===== src/rtl/a5_pkg.sv =====
// rtl/a5_pkg.sv - shared types, default geometry and helpers for the A5/1 burst engine
package a5_pkg;

    typedef enum logic [2:0] {
        IDLE,
        LOAD_KEY,
        LOAD_FRAME,
        MIX,
        RUN,
        DRAIN
    } state_t;

    localparam int              A5_REG1LEN     = 19;
    localparam int              A5_REG2LEN     = 22;
    localparam int              A5_REG3LEN     = 23;
    localparam logic [18:0]     A5_MASK1       = 19'h72000;
    localparam logic [21:0]     A5_MASK2       = 22'h300000;
    localparam logic [22:0]     A5_MASK3       = 23'h700080;
    localparam int              A5_SYNCBIT1    = 8;
    localparam int              A5_SYNCBIT2    = 10;
    localparam int              A5_SYNCBIT3    = 10;
    localparam int              A5_KEYLEN      = 64;
    localparam int              A5_FRAMENUMLEN = 22;
    localparam int              A5_MIXCYCLES   = 100;
    localparam int              A5_CHUNKLEN    = 114;

    // Majority vote of the three clocking bits.
    function automatic logic maj3(input logic a, input logic b, input logic c);
        return (a & b) | (a & c) | (b & c);
    endfunction

    // Largest of three sizes; used to dimension the shared phase counter.
    function automatic int max3(input int a, input int b, input int c);
        int m;
        m = a;
        if (b > m) m = b;
        if (c > m) m = c;
        return m;
    endfunction

endpackage


===== src/rtl/a5_lfsr.sv =====
// rtl/a5_lfsr.sv - one A5/1 shift register with load injection and step-aware output bit
module a5_lfsr
    import a5_pkg::*;
#(
    parameter int                REGLEN     = A5_REG1LEN,
    parameter logic [REGLEN-1:0] FEEDBACK   = REGLEN'(A5_MASK1),
    parameter int                SYNCBITPOS = A5_SYNCBIT1
) (
    input  logic clock,
    input  logic reset,
    input  logic clear,
    input  logic step_en,
    input  logic ld,
    output logic msb,
    output logic syncbit
);

    logic [REGLEN-1:0] r;
    logic              fb;

    assign fb      = ^(r & FEEDBACK);
    // Clocking decision is made on the current contents.
    assign syncbit = r[SYNCBITPOS];
    // Keystream is taken from the post-step register, so when stepping this
    // cycle the bit that will become the MSB is the one just below it.
    assign msb     = step_en ? r[REGLEN-2] : r[REGLEN-1];

    // Shift register: cleared at session start, steps when enabled.
    always_ff @(posedge clock) begin
        if (reset || clear) begin
            r <= '0;
        end else if (step_en) begin
            r <= {r[REGLEN-2:0], fb ^ ld};
        end
    end

endmodule


===== src/rtl/a5_burst_engine.sv =====
// rtl/a5_burst_engine.sv - A5/1 session setup and handshaked keystream XOR; optional A5_DUPLEX_EN adds a second burst
module a5_burst_engine
    import a5_pkg::*;
#(
    parameter int                 REG1LEN     = A5_REG1LEN,
    parameter int                 REG2LEN     = A5_REG2LEN,
    parameter int                 REG3LEN     = A5_REG3LEN,
    parameter logic [REG1LEN-1:0] MASK1       = A5_MASK1,
    parameter logic [REG2LEN-1:0] MASK2       = A5_MASK2,
    parameter logic [REG3LEN-1:0] MASK3       = A5_MASK3,
    parameter int                 SYNCBIT1    = A5_SYNCBIT1,
    parameter int                 SYNCBIT2    = A5_SYNCBIT2,
    parameter int                 SYNCBIT3    = A5_SYNCBIT3,
    parameter int                 KEYLEN      = A5_KEYLEN,
    parameter int                 FRAMENUMLEN = A5_FRAMENUMLEN,
    parameter int                 MIXCYCLES   = A5_MIXCYCLES,
    parameter int                 CHUNKLEN    = A5_CHUNKLEN
) (
    input  logic                   clock,
    input  logic                   reset,
    input  logic                   start,
    input  logic [KEYLEN-1:0]      key,
    input  logic [FRAMENUMLEN-1:0] frame,
    output logic                   busy,
    input  logic                   in_valid,
    input  logic                   in_bit,
    output logic                   in_ready,
    output logic                   out_valid,
    output logic                   out_bit,
    input  logic                   out_ready,
    output logic                   done
`ifdef A5_DUPLEX_EN
    ,
    output logic                   burst_sel
`endif
);

    localparam int CNT_MAX = max3(KEYLEN, MIXCYCLES, 2 * CHUNKLEN);
    localparam int CW      = $clog2(CNT_MAX + 1);

`ifdef A5_DUPLEX_EN
    localparam int BURST_BITS = 2 * CHUNKLEN;
    localparam logic [CW-1:0] CHUNK_CNT = CW'(CHUNKLEN);
`else
    localparam int BURST_BITS = CHUNKLEN;
`endif

    localparam logic [CW-1:0] KEY_LAST   = CW'(KEYLEN - 1);
    localparam logic [CW-1:0] FRAME_LAST = CW'(FRAMENUMLEN - 1);
    localparam logic [CW-1:0] MIX_LAST   = CW'(MIXCYCLES - 1);
    localparam logic [CW-1:0] BIT_LAST   = CW'(BURST_BITS - 1);

    state_t                 state, state_nxt;
    logic [CW-1:0]          cnt;
    logic [KEYLEN-1:0]      key_q;
    logic [FRAMENUMLEN-1:0] frame_q;

    logic cnt_clr, cnt_inc;
    logic capture, key_shift, frame_shift;
    logic lfsr_clear, step_all, step_maj, ld;
    logic xfer, done_set;

    logic msb1, msb2, msb3;
    logic sync1, sync2, sync3;
    logic maj, gamma;
    logic step1, step2, step3;

    assign maj   = maj3(sync1, sync2, sync3);
    assign step1 = step_all | (step_maj & (sync1 == maj));
    assign step2 = step_all | (step_maj & (sync2 == maj));
    assign step3 = step_all | (step_maj & (sync3 == maj));
    assign gamma = msb1 ^ msb2 ^ msb3;

    a5_lfsr #(.REGLEN(REG1LEN), .FEEDBACK(MASK1), .SYNCBITPOS(SYNCBIT1)) u_lfsr1 (
        .clock   (clock),
        .reset   (reset),
        .clear   (lfsr_clear),
        .step_en (step1),
        .ld      (ld),
        .msb     (msb1),
        .syncbit (sync1)
    );

    a5_lfsr #(.REGLEN(REG2LEN), .FEEDBACK(MASK2), .SYNCBITPOS(SYNCBIT2)) u_lfsr2 (
        .clock   (clock),
        .reset   (reset),
        .clear   (lfsr_clear),
        .step_en (step2),
        .ld      (ld),
        .msb     (msb2),
        .syncbit (sync2)
    );

    a5_lfsr #(.REGLEN(REG3LEN), .FEEDBACK(MASK3), .SYNCBITPOS(SYNCBIT3)) u_lfsr3 (
        .clock   (clock),
        .reset   (reset),
        .clear   (lfsr_clear),
        .step_en (step3),
        .ld      (ld),
        .msb     (msb3),
        .syncbit (sync3)
    );

    // State register.
    always_ff @(posedge clock) begin
        if (reset) begin
            state <= IDLE;
        end else begin
            state <= state_nxt;
        end
    end

    // Next-state, handshake and LFSR control for each phase of the session.
    always_comb begin
        state_nxt   = state;
        busy        = (state != IDLE);
        in_ready    = 1'b0;
        xfer        = 1'b0;
        cnt_clr     = 1'b0;
        cnt_inc     = 1'b0;
        capture     = 1'b0;
        key_shift   = 1'b0;
        frame_shift = 1'b0;
        lfsr_clear  = 1'b0;
        step_all    = 1'b0;
        step_maj    = 1'b0;
        ld          = 1'b0;
        done_set    = 1'b0;
        case (state)
            IDLE: begin
                if (start) begin
                    capture    = 1'b1;
                    lfsr_clear = 1'b1;
                    cnt_clr    = 1'b1;
                    state_nxt  = LOAD_KEY;
                end
            end
            LOAD_KEY: begin
                step_all  = 1'b1;
                ld        = key_q[0];
                key_shift = 1'b1;
                cnt_inc   = 1'b1;
                if (cnt == KEY_LAST) begin
                    cnt_clr   = 1'b1;
                    state_nxt = LOAD_FRAME;
                end
            end
            LOAD_FRAME: begin
                step_all    = 1'b1;
                ld          = frame_q[0];
                frame_shift = 1'b1;
                cnt_inc     = 1'b1;
                if (cnt == FRAME_LAST) begin
                    cnt_clr   = 1'b1;
                    state_nxt = MIX;
                end
            end
            MIX: begin
                step_maj = 1'b1;
                cnt_inc  = 1'b1;
                if (cnt == MIX_LAST) begin
                    cnt_clr   = 1'b1;
                    state_nxt = RUN;
                end
            end
            RUN: begin
                in_ready = !out_valid || out_ready;
                xfer     = in_valid && in_ready;
                step_maj = xfer;
                cnt_inc  = xfer;
                if (xfer && (cnt == BIT_LAST)) begin
                    state_nxt = DRAIN;
                end
            end
            DRAIN: begin
                if (out_valid && out_ready) begin
                    done_set  = 1'b1;
                    state_nxt = IDLE;
                end
            end
            default: begin
                state_nxt = IDLE;
            end
        endcase
    end

    // Phase counter plus captured key/frame, consumed LSB first by shifting.
    always_ff @(posedge clock) begin
        if (reset) begin
            cnt     <= '0;
            key_q   <= '0;
            frame_q <= '0;
        end else begin
            if (cnt_clr) begin
                cnt <= '0;
            end else if (cnt_inc) begin
                cnt <= cnt + 1'b1;
            end
            if (capture) begin
                key_q   <= key;
                frame_q <= frame;
            end else begin
                if (key_shift) key_q <= key_q >> 1;
                if (frame_shift) frame_q <= frame_q >> 1;
            end
        end
    end

    // Output register: loads on transfer, empties when downstream accepts.
    always_ff @(posedge clock) begin
        if (reset) begin
            out_valid <= 1'b0;
            out_bit   <= 1'b0;
            done      <= 1'b0;
        end else begin
            done <= done_set;
            if (xfer) begin
                out_valid <= 1'b1;
                out_bit   <= in_bit ^ gamma;
            end else if (out_ready) begin
                out_valid <= 1'b0;
            end
        end
    end

`ifdef A5_DUPLEX_EN
    // Burst tag travels with the bit it belongs to.
    always_ff @(posedge clock) begin
        if (reset) begin
            burst_sel <= 1'b0;
        end else if (xfer) begin
            burst_sel <= (cnt >= CHUNK_CNT);
        end
    end
`endif

endmodule


===== config.mk =====
export PLATFORM = sky130hd
export DESIGN_NAME = a5_burst_engine
export DESIGN_NICKNAME = d
export VERILOG_FILES = /design/src/rtl/a5_pkg.sv /design/src/rtl/a5_lfsr.sv /design/src/rtl/a5_burst_engine.sv
export SDC_FILE = /design/constraint.sdc
export NUM_CORES = 1
export LEC_CHECK = 0
export BUFFER_PORTS_ARGS = -buffer_cell sky130_fd_sc_hd__buf_2
export CAP_MARGIN = 20
export CORE_UTILIZATION = 35
export CTS_CLUSTER_SIZE = 14
export DETAILED_ROUTE_END_ITERATION = 7
export MAX_ROUTING_LAYER = met4
export PLACE_DENSITY_LB_ADDON = 0.08
export SETUP_SLACK_MARGIN = 0.05
export SYNTH_ARGS = -nofsm -noshare
export SYNTH_HDL_FRONTEND = slang
export SYNTH_SLANG_ARGS = --single-unit

===== constraint.sdc =====
create_clock -name clock -period 2.2 [get_ports clock]
set_input_delay 0.44 -clock clock [delete_from_list [all_inputs] [get_ports clock]]
set_output_delay 0.44 -clock clock [all_outputs]
set_load 0.01 [all_outputs]

Word level (Yosys, flattened, before mapping) --
Cells that the tools add are included.
Word-level totals: flip-flop bits (word level) 164, output and inout bits 5, word-level logic and storage cells 97
Operators by class: $add $sub $neg 1, equal/unequal tests 18, muxes and demuxes 31, bitwise gates (word level) 18, reduce and logical (&&, ||, !) cells 19
Operator list (number):
- $mux W64 | 2
- $mux W22 | 2
- $reduce_xor A23 Y1 | 1
- $reduce_xor A22 Y1 | 1
- $reduce_xor A19 Y1 | 1
- $mux W3 | 6
- $pmux W3 S6 | 1
- $eq A8 B7 Y1 const B | 2
- $mux W1 | 16
- $ne A2 B2 Y1 const B | 6
- $add A8 B1 Y8 const B | 1
- $eq A8 B5 Y1 const B | 1
- $eq A8 B6 Y1 const B | 1
- $and A1 B1 Y1 | 6
- $eq A3 B2 Y1 const B | 2
- $eq A3 B3 Y1 const B | 2
- $pmux W1 S2 | 3
- $reduce_and A6 Y1 | 1
- $reduce_bool A2 Y1 | 3
- $reduce_or A2 Y1 | 3
- $xor A1 B1 Y1 | 6
- $or A1 B1 Y1 | 5
- $pmux W1 S4 | 1
- $eq A1 B1 Y1 | 3
- other kinds (8) | 11

Longest topological paths before layout --
Gate-level depths: netlist of run 1.
word-level depth 10, mapped depth 9, depth with buffers taken out 9

Modules after synthesis --
A second synthesis of run 1 with hierarchy kept.
Second synthesis, totals: cells, all modules 721, area total of the unflattened synthesis 6752.7 um^2
Modules (own cells, without submodules):
- a5_burst_engine | instances 1, cells each 499, area an instance 4324.1 um^2, sequential area each 2001.9 um^2
- a5_lfsr (u_lfsr3) | instances 1, cells each 81, area an instance 869.6 um^2, sequential area each 460.4 um^2
- a5_lfsr (u_lfsr2) | instances 1, cells each 73, area an instance 824.5 um^2, sequential area each 440.4 um^2
- a5_lfsr (u_lfsr1) | instances 1, cells each 68, area an instance 734.5 um^2, sequential area each 380.4 um^2

Worst setup path before layout of run 1 --
No wires, ideal clock.
path type register to register, from reg state[1], to reg out_bit, arrival time 2112 ps, required time 2138 ps, setup slack 26 ps, cell stages (with the launch flop) 9, path buffers 1, cell sequence dfxtp_1 -> buf_4 -> nor3b_2 -> a32oi_4 -> o21ai_2 -> mux2i_1 -> xnor2_1 -> or4_1 -> nand3_1
On the way: word-level cells in the longest chain between the ends 8, elaborated cells between the ends (all ways) 20, classes of those cells eq/ne: 4; mux: 6; bitwise: 9; reduce/logical: 1
Ends and longest elaborated chain:
- start: declaration | line a5_burst_engine.sv:53 | state_t state, state_nxt;
- start signal: assignment | line a5_burst_engine.sv:109 | state <= state_nxt;
- $eq A3 B3 Y1 (tied with other cells) | line a5_burst_engine.sv:129 | case (state)
- $pmux W1 S2 or $reduce_or A2 Y1 (tied branches)
- $and A1 B1 Y1 (tied with other cells) | line a5_burst_engine.sv:69 | assign step1 = step_all | (step_maj & (sync1 == maj));
- $or A1 B1 Y1 (on tied branches) | line a5_burst_engine.sv:69, a5_burst_engine.sv:70
- $mux W1 | line a5_lfsr.sv:26 | assign msb = step_en ? r[REGLEN-2] : r[REGLEN-1];
- $xor A1 B1 Y1 (2 in a row) | line a5_burst_engine.sv:72 | assign gamma = msb1 ^ msb2 ^ msb3;
- $xor A1 B1 Y1 | line a5_burst_engine.sv:219 | out_bit <= in_bit ^ gamma;
- end signal: assignment | line a5_burst_engine.sv:219
- end: declaration | line a5_burst_engine.sv:29 | output logic out_bit,
Several ways; a longest one is shown, not always the timed one. A chain may end at the register's enable or synchronous reset.

Worst setup path after layout of run 1 --
from reg state[2], to reg out_bit
The elaborated chain is that of the path after synthesis.

==> reports/metrics.cfg, run 1 <==
[yosys]
synthArstFlopShare = 0
synth.cell_area_um2 = 6533
syn_nets = 837
synth_cell_types = 44
netlist.area_leader.share = 0.5026
yosys_warnings = 0
synth_edf_count = 0
ys_seq_area_frac = 0.5026
synth.area.top_cells = dfxtp_1, a22oi_1, a21oi_1
synth_seq_cells = 164
syn_area_per_cell_um2 = 8.792
synth_cells = 743
yosysTopAreaCell = dfxtp_1
synthFlopType = dfxtp_1

[clock_network]
clockBufferDepth = 2
htreeDepth = 4
clock_latency_ns = 0.42
cts_made_buffers = 17
clock_sinks = 164
cts_tree = yes
clkTransAtPathRegs_ns = 0.06
root_buffer = clkbuf_16

[global_routing]
grt_pass1_vias = 5082
grt.total_usage = 0.1641
grt-ovfl-total = 0
grt_start_max_net_pins = 65
grt_pass1_wl_um = 24780
antenna_found_initial = 2

[worst_hold_path]
hold_path.class = input pin to flip-flop

[detailed_routing]
firstDrtPassIters = 7
dr.first_iter.drc_count = 322
viasPerCell = 5.041
avgRoutedWirePerCell_um = 14.11
ant_nets = 0
drt-total-wl_um = 15180
drc = 12
dr_total_vias = 5424

[floorplanning]
io_pins = 97
start_util = 0.3600
rows = 49
core_area_um2 = 18150
fp.dieH_um = 138.6
die_area_um2 = 19210
fp.dieW_um = 138.6

[power_and_ir_drop]
clockPowerShare = 0.305
swShare = 0.3489
pwr-share-comb = 0.343
p_int_w = 0.006825
sequentialPowerShare = 0.352
p_leak_nw = 2.975
powerDensity_nw_per_um2 = 1302
peakVddDrop_v = 0.0005898
p_switching_w = 0.003657

[sta]
fmax_mhz = 485.2
relSlewSlack = 0.5852
setup_ws_ns = 0.1391
period_share = 0.9368
fin_skew_ns = 0.006772
report.final.setup_viol = 0
hold_viol_final = 0
whs_ns = 0.2547
maxSlewViolCount = 0
rsz0062_at_grt = no
tightest_slew_ns = 0.6216
layout_min_cycle_time_ns = 2.061

[cells_and_area]
syn_to_final_growth_pct = 23.25
final_cells = 1076
drive_above_1_share = 0.2071
final_common_cell = dfxtp_1
layout_common_cells = dfxtp_1, nand2_1, a21oi_1
nets = 926

[setup_path]
required_ns = 2.56
end_kind = flip-flop
crit_type = flip-flop to flip-flop
startpoint_type = flip-flop
path_max_fanout = 7
cp.arrival_ns = 2.42

[placement]
gp_congestion = 0.7662
placed_cells = 1036
hpwl_um = 9700
dpl_worst_slack_ns = -0.02353
port_buffers = 96

[outcome]
violations = DRC
outcome = complete, but fails checks

[job]
maxCapViolCount = 0

logic make-up after synthesis:
| family | Yosys count | synth area share |
|---|---|---|
| AOI/OAI and AO/OA | 216 | 0.2063 |
| xor gates and xnor gates | 19 | 0.02547 |
| adders and majority gates | 2 | 0.003830 |
| buffers and inverters | 60 | 0.03773 |
| DFF | 164 | 0.5026 |
| muxes | 45 | 0.06895 |
| and+or+nand+nor | 237 | 0.1551 |
power by group through the flow:
stage	registers (W)	logic (W)	clock network, W
global placement	0.00374	0.00338	0
floorplan	0.00366	0.00261	0
global route	0.00375	0.00397	0.00344
finish	0.00369	0.00359	0.00320
detailed placement	0.00376	0.00347	0
CTS	0.00369	0.00348	0.00329
Yosys cell counts (2+ instances only):
master      n
dfxtp_1   164
nand2_1   133
a21oi_1   113
a22oi_1    84
nor2_1     62
mux2i_1    45
clkbuf_1   35
xnor2_1    13
buf_1      11
buf_2       8
nand2b_1    8
xor2_1      6
nand3_1     5
nand4_1     5
a211oi_1    4
buf_4       3
inv_1       3
nor2b_1     3
nor3_1      3
nor3b_1     3
o211ai_1    3
o21ai_1     3
a31oi_1     2
and3_1      2
ha_1        2
or4_1       2
flip-flops by register name (all words and copies together), names as in the netlist:
register,cells
out_bit,1
frame_q,22
u_lfsr2.r,22
u_lfsr1.r,19
out_valid,1
state,3
done,1
key_q,64
u_lfsr3.r,23
cnt,8
timing repair:
item,CTS,global route
buffers inserted,0,4
cloned,0,2
hold buffers,0,0
endpoints found under the setup margin,1,60
pin swaps,0,4
resized for setup,1,7
metal layers:
metal	vias to the layer above	GRT usage	part of all wire
li1	2788	-	-
met1	2541	0.2074	0.47
met2	77	0.2567	0.47
met3	18	0.03833	0.047
met4	0	0.05789	0.014
met5	-	-	0
worst paths after layout:
path | startpoint | end | slack, ns | cells after the start
max | state[2]$_SDFFE_PP0P_ | out_bit$_SDFFE_PP0P_ | 0.14 | 7
min | key[63] | key_q[63]$_SDFFE_PP0P_ | 0.25 | 3
max reg2reg | state[2]$_SDFFE_PP0P_ | out_bit$_SDFFE_PP0P_ | 0.14 | 7
min reg2reg | u_lfsr3.r[9]$_SDFFE_PP0P_ | u_lfsr3.r[9]$_SDFFE_PP0P_ | 0.45 | 2
worst max-delay path, cell delays in order, from the launching register on:
cell and delay (ns):
dfxtp_4 0.40, nor3b_4 0.25, a32oi_4 0.17, o21ai_2 0.19
mux2i_2 0.28, xnor2_1 0.13, or4_1 0.49, nand3_1 0.11
layout make-up:
| type | instances | area [um2] |
|---|---|---|
| multi-input cells | 520 | 3052 |
| diodes | 2 | 5.005 |
| well taps | 229 | 286.5 |
| flip-flops and latches | 164 | 3289 |
| inverters | 3 | 11.26 |
| clock buffers | 21 | 470.5 |
| repair buffers | 126 | 764.5 |
| fillers | 1785 | 10100 |
| clock inverters | 11 | 172.7 |
through the flow:
step / TNS (ns) / area [um2] / utilization / power [W]
after floorplan: 0 / 6539 / - / 0.006270
after global placement: 0 / 7321 / 0.4034 / 0.007115
after detailed placement: -0.02353 / 7321 / 0.4034 / 0.007221
after CTS: 0 / 7965 / 0.4389 / 0.01046
after global routing: 0 / 8051 / 0.4437 / 0.01116
final: 0 / 8051 / 0.4437 / 0.01048
Note: power is estimated with default switching activity, not from simulation.
==> run 2, diff against run 1 <==
CORE_UTILIZATION = 51   (was 35)
==> reports/metrics.cfg, run 2 (synthesized netlist as in run 1, its figures left out) <==
[clock_network]
htreeDepth = 4  ; unchanged
cts_tree = yes  ; unchanged
root_buffer = clkbuf_16  ; unchanged
clock_sinks = 164  ; unchanged
clkTransAtPathRegs_ns = 0.06  ; about the same
cts_made_buffers = 17  ; unchanged
clockBufferDepth = 2  ; unchanged
clock_latency_ns = 0.42  ; about the same

[placement]
gp_congestion = 0.8024  ; was 0.7662
hpwl_um = 8752  ; was 9700 um
dpl_worst_slack_ns = 0.04496  ; was -0.02353 ns
port_buffers = 96  ; unchanged

[cells_and_area]
final_common_cell = dfxtp_1  ; unchanged
multi_input_area_um2 = 3042  ; was 3052 um2
largest_register = key_q  ; unchanged
nets = 918  ; was 926
largest_register_ff_count = 64  ; unchanged
largestRegisters = key_q (64), u_lfsr3.r (23)  ; unchanged
n_fill_cell = 1081  ; was 1,785
layout_common_cells = dfxtp_1, nand2_1, a21oi_1  ; unchanged
register_area_um2 = 3284  ; was 3289 um2
drive_above_1_share = 0.1904  ; was 0.2071
syn_to_final_growth_pct = 19.61  ; was 23.25%

[sta]
hold_viol_final = 0  ; unchanged
period_share = 0.9474  ; was 0.9368
rsz0062_at_grt = no  ; unchanged
fin_skew_ns = 0.005410  ; was 0.006772 ns
finalSetupTns_ns = 0  ; unchanged
relSlewSlack = 0.4149  ; was 0.5852
layout_min_cycle_time_ns = 2.084  ; was 2.061 ns
setup_ws_ns = 0.1156  ; was 0.1391 ns
fmax_mhz = 479.8  ; was 485.2 MHz
maxSlewViolCount = 0  ; unchanged
report.final.setup_viol = 0  ; unchanged
tightest_slew_ns = 0.8777  ; was 0.6216 ns

[worst_hold_path]
hold_path.class = input pin to flip-flop  ; unchanged

[global_routing]
grt-busiest-layer = met2  ; unchanged
grt.total_usage = 0.2135  ; was 0.1641
grt_start_max_net_pins = 88  ; was 65
grtUsageMet3 = 0.04902  ; was 0.03833
grt-ovfl-total = 0  ; unchanged
use_met2 = 0.3474  ; was 0.2567
grt_pass1_wl_um = 21750  ; was 24,780 um
antenna_found_initial = 1  ; was 2
use_met1 = 0.2511  ; was 0.2074
grt_pass1_vias = 4980  ; was 5,082

[setup_path]
cp.arrival_ns = 2.44  ; was 2.42 ns
path_max_fanout = 7  ; unchanged
startpoint_type = flip-flop  ; unchanged
end_kind = flip-flop  ; unchanged
crit_type = flip-flop to flip-flop  ; unchanged
rrSetupSlack_ns = 0.12  ; was 0.14 ns
required_ns = 2.56  ; about the same

[floorplanning]
core_area_um2 = 12260  ; was 18,150 um2
start_util = 0.5328  ; was 0.3600
fp.dieH_um = 115.2  ; was 138.6 um
io_pins = 97  ; unchanged
die_area_um2 = 13270  ; was 19,210 um2
rows = 40  ; was 49
fp.dieW_um = 115.2  ; was 138.6 um

[job]
maxCapViolCount = 0  ; unchanged

[power_and_ir_drop]
p_total_w = 0.009885  ; was 0.01048 W
peakVddDrop_v = 0.0007345  ; was 0.0005898 V
powerDensity_nw_per_um2 = 1265  ; was 1302 nW/um2
p_leak_nw = 2.888  ; was 2.975 nW

[detailed_routing]
ant_nets = 0  ; unchanged
drt-total-wl_um = 13510  ; was 15,180 um
drc = 0  ; was 12
avgRoutedWirePerCell_um = 13.46  ; was 14.11 um
viasPerCell = 5.398  ; was 5.041
firstDrtPassIters = 5  ; was 7
dr.first_iter.drc_count = 345  ; was 322
dr_total_vias = 5420  ; was 5,424

[outcome]
outcome = finished, final reports clean  ; was complete, but fails checks

## run 2: layout make-up
type                       instances  share of cell area
multi-input combinational        519              0.3893
timing repair buffer             119             0.09047
antenna                            1           0.0003203
tap                              168             0.02690
sequential                       164              0.4203
clock buffer                      22             0.05813
inverter                           3            0.001441
clock inverter                     8             0.01313
## run 2: critical path: stages, from the launching register on
cell     delay, ns
dfxtp_1       0.40
nor3b_4       0.25
a32oi_4       0.17
o21ai_2       0.22
mux2i_2       0.29
xnor2_1       0.13
or4_1         0.47
nand3_1       0.09
## run 2: report_power, final
part	leakage, nW	switching [W]	internal [W]
logic	1.29	0.00207	0.00132
registers	1.34	0.000262	0.00343
clock network	0.267	0.00111	0.00169
## run 2: per-layer routing
layer	up-vias	part of all wire	wire length, um
met2	131	0.48	6503
met1	2515	0.46	6212
li1	2758	-	-
met3	16	0.043	585
met5	-	0	0
met4	0	0.016	214
## run 2: what timing repair did
item | in CTS | in global routing
hold buffers | 0 | 0
endpoints found under the setup margin | 0 | 15
setup buffers | 0 | 0
gates resized for setup | 0 | 4
## run 2: final timing paths
check | startpoint | to | depth (start not counted)
worst max-delay path | state[1]$_SDFFE_PP0P_ | out_bit$_SDFFE_PP0P_ | 7
worst min-delay path | key[63] | key_q[63]$_SDFFE_PP0P_ | 3
worst min register to register | u_lfsr3.r[9]$_SDFFE_PP0P_ | u_lfsr3.r[9]$_SDFFE_PP0P_ | 2
worst max register to register | state[1]$_SDFFE_PP0P_ | out_bit$_SDFFE_PP0P_ | 7
## run 2: through the flow
stage	instances	utilization	area [um2]	hold WS, ns
2_1_floorplan	743	-	6539	0.4321
3_3_place_gp	973	0.5906	7242	0.4393
3_5_place_dp	973	0.5906	7242	0.4463
4_1_cts	1003	0.6360	7799	0.2467
5_1_grt	1004	0.6372	7814	0.2884
6_report	1004	0.6372	7814	0.2583
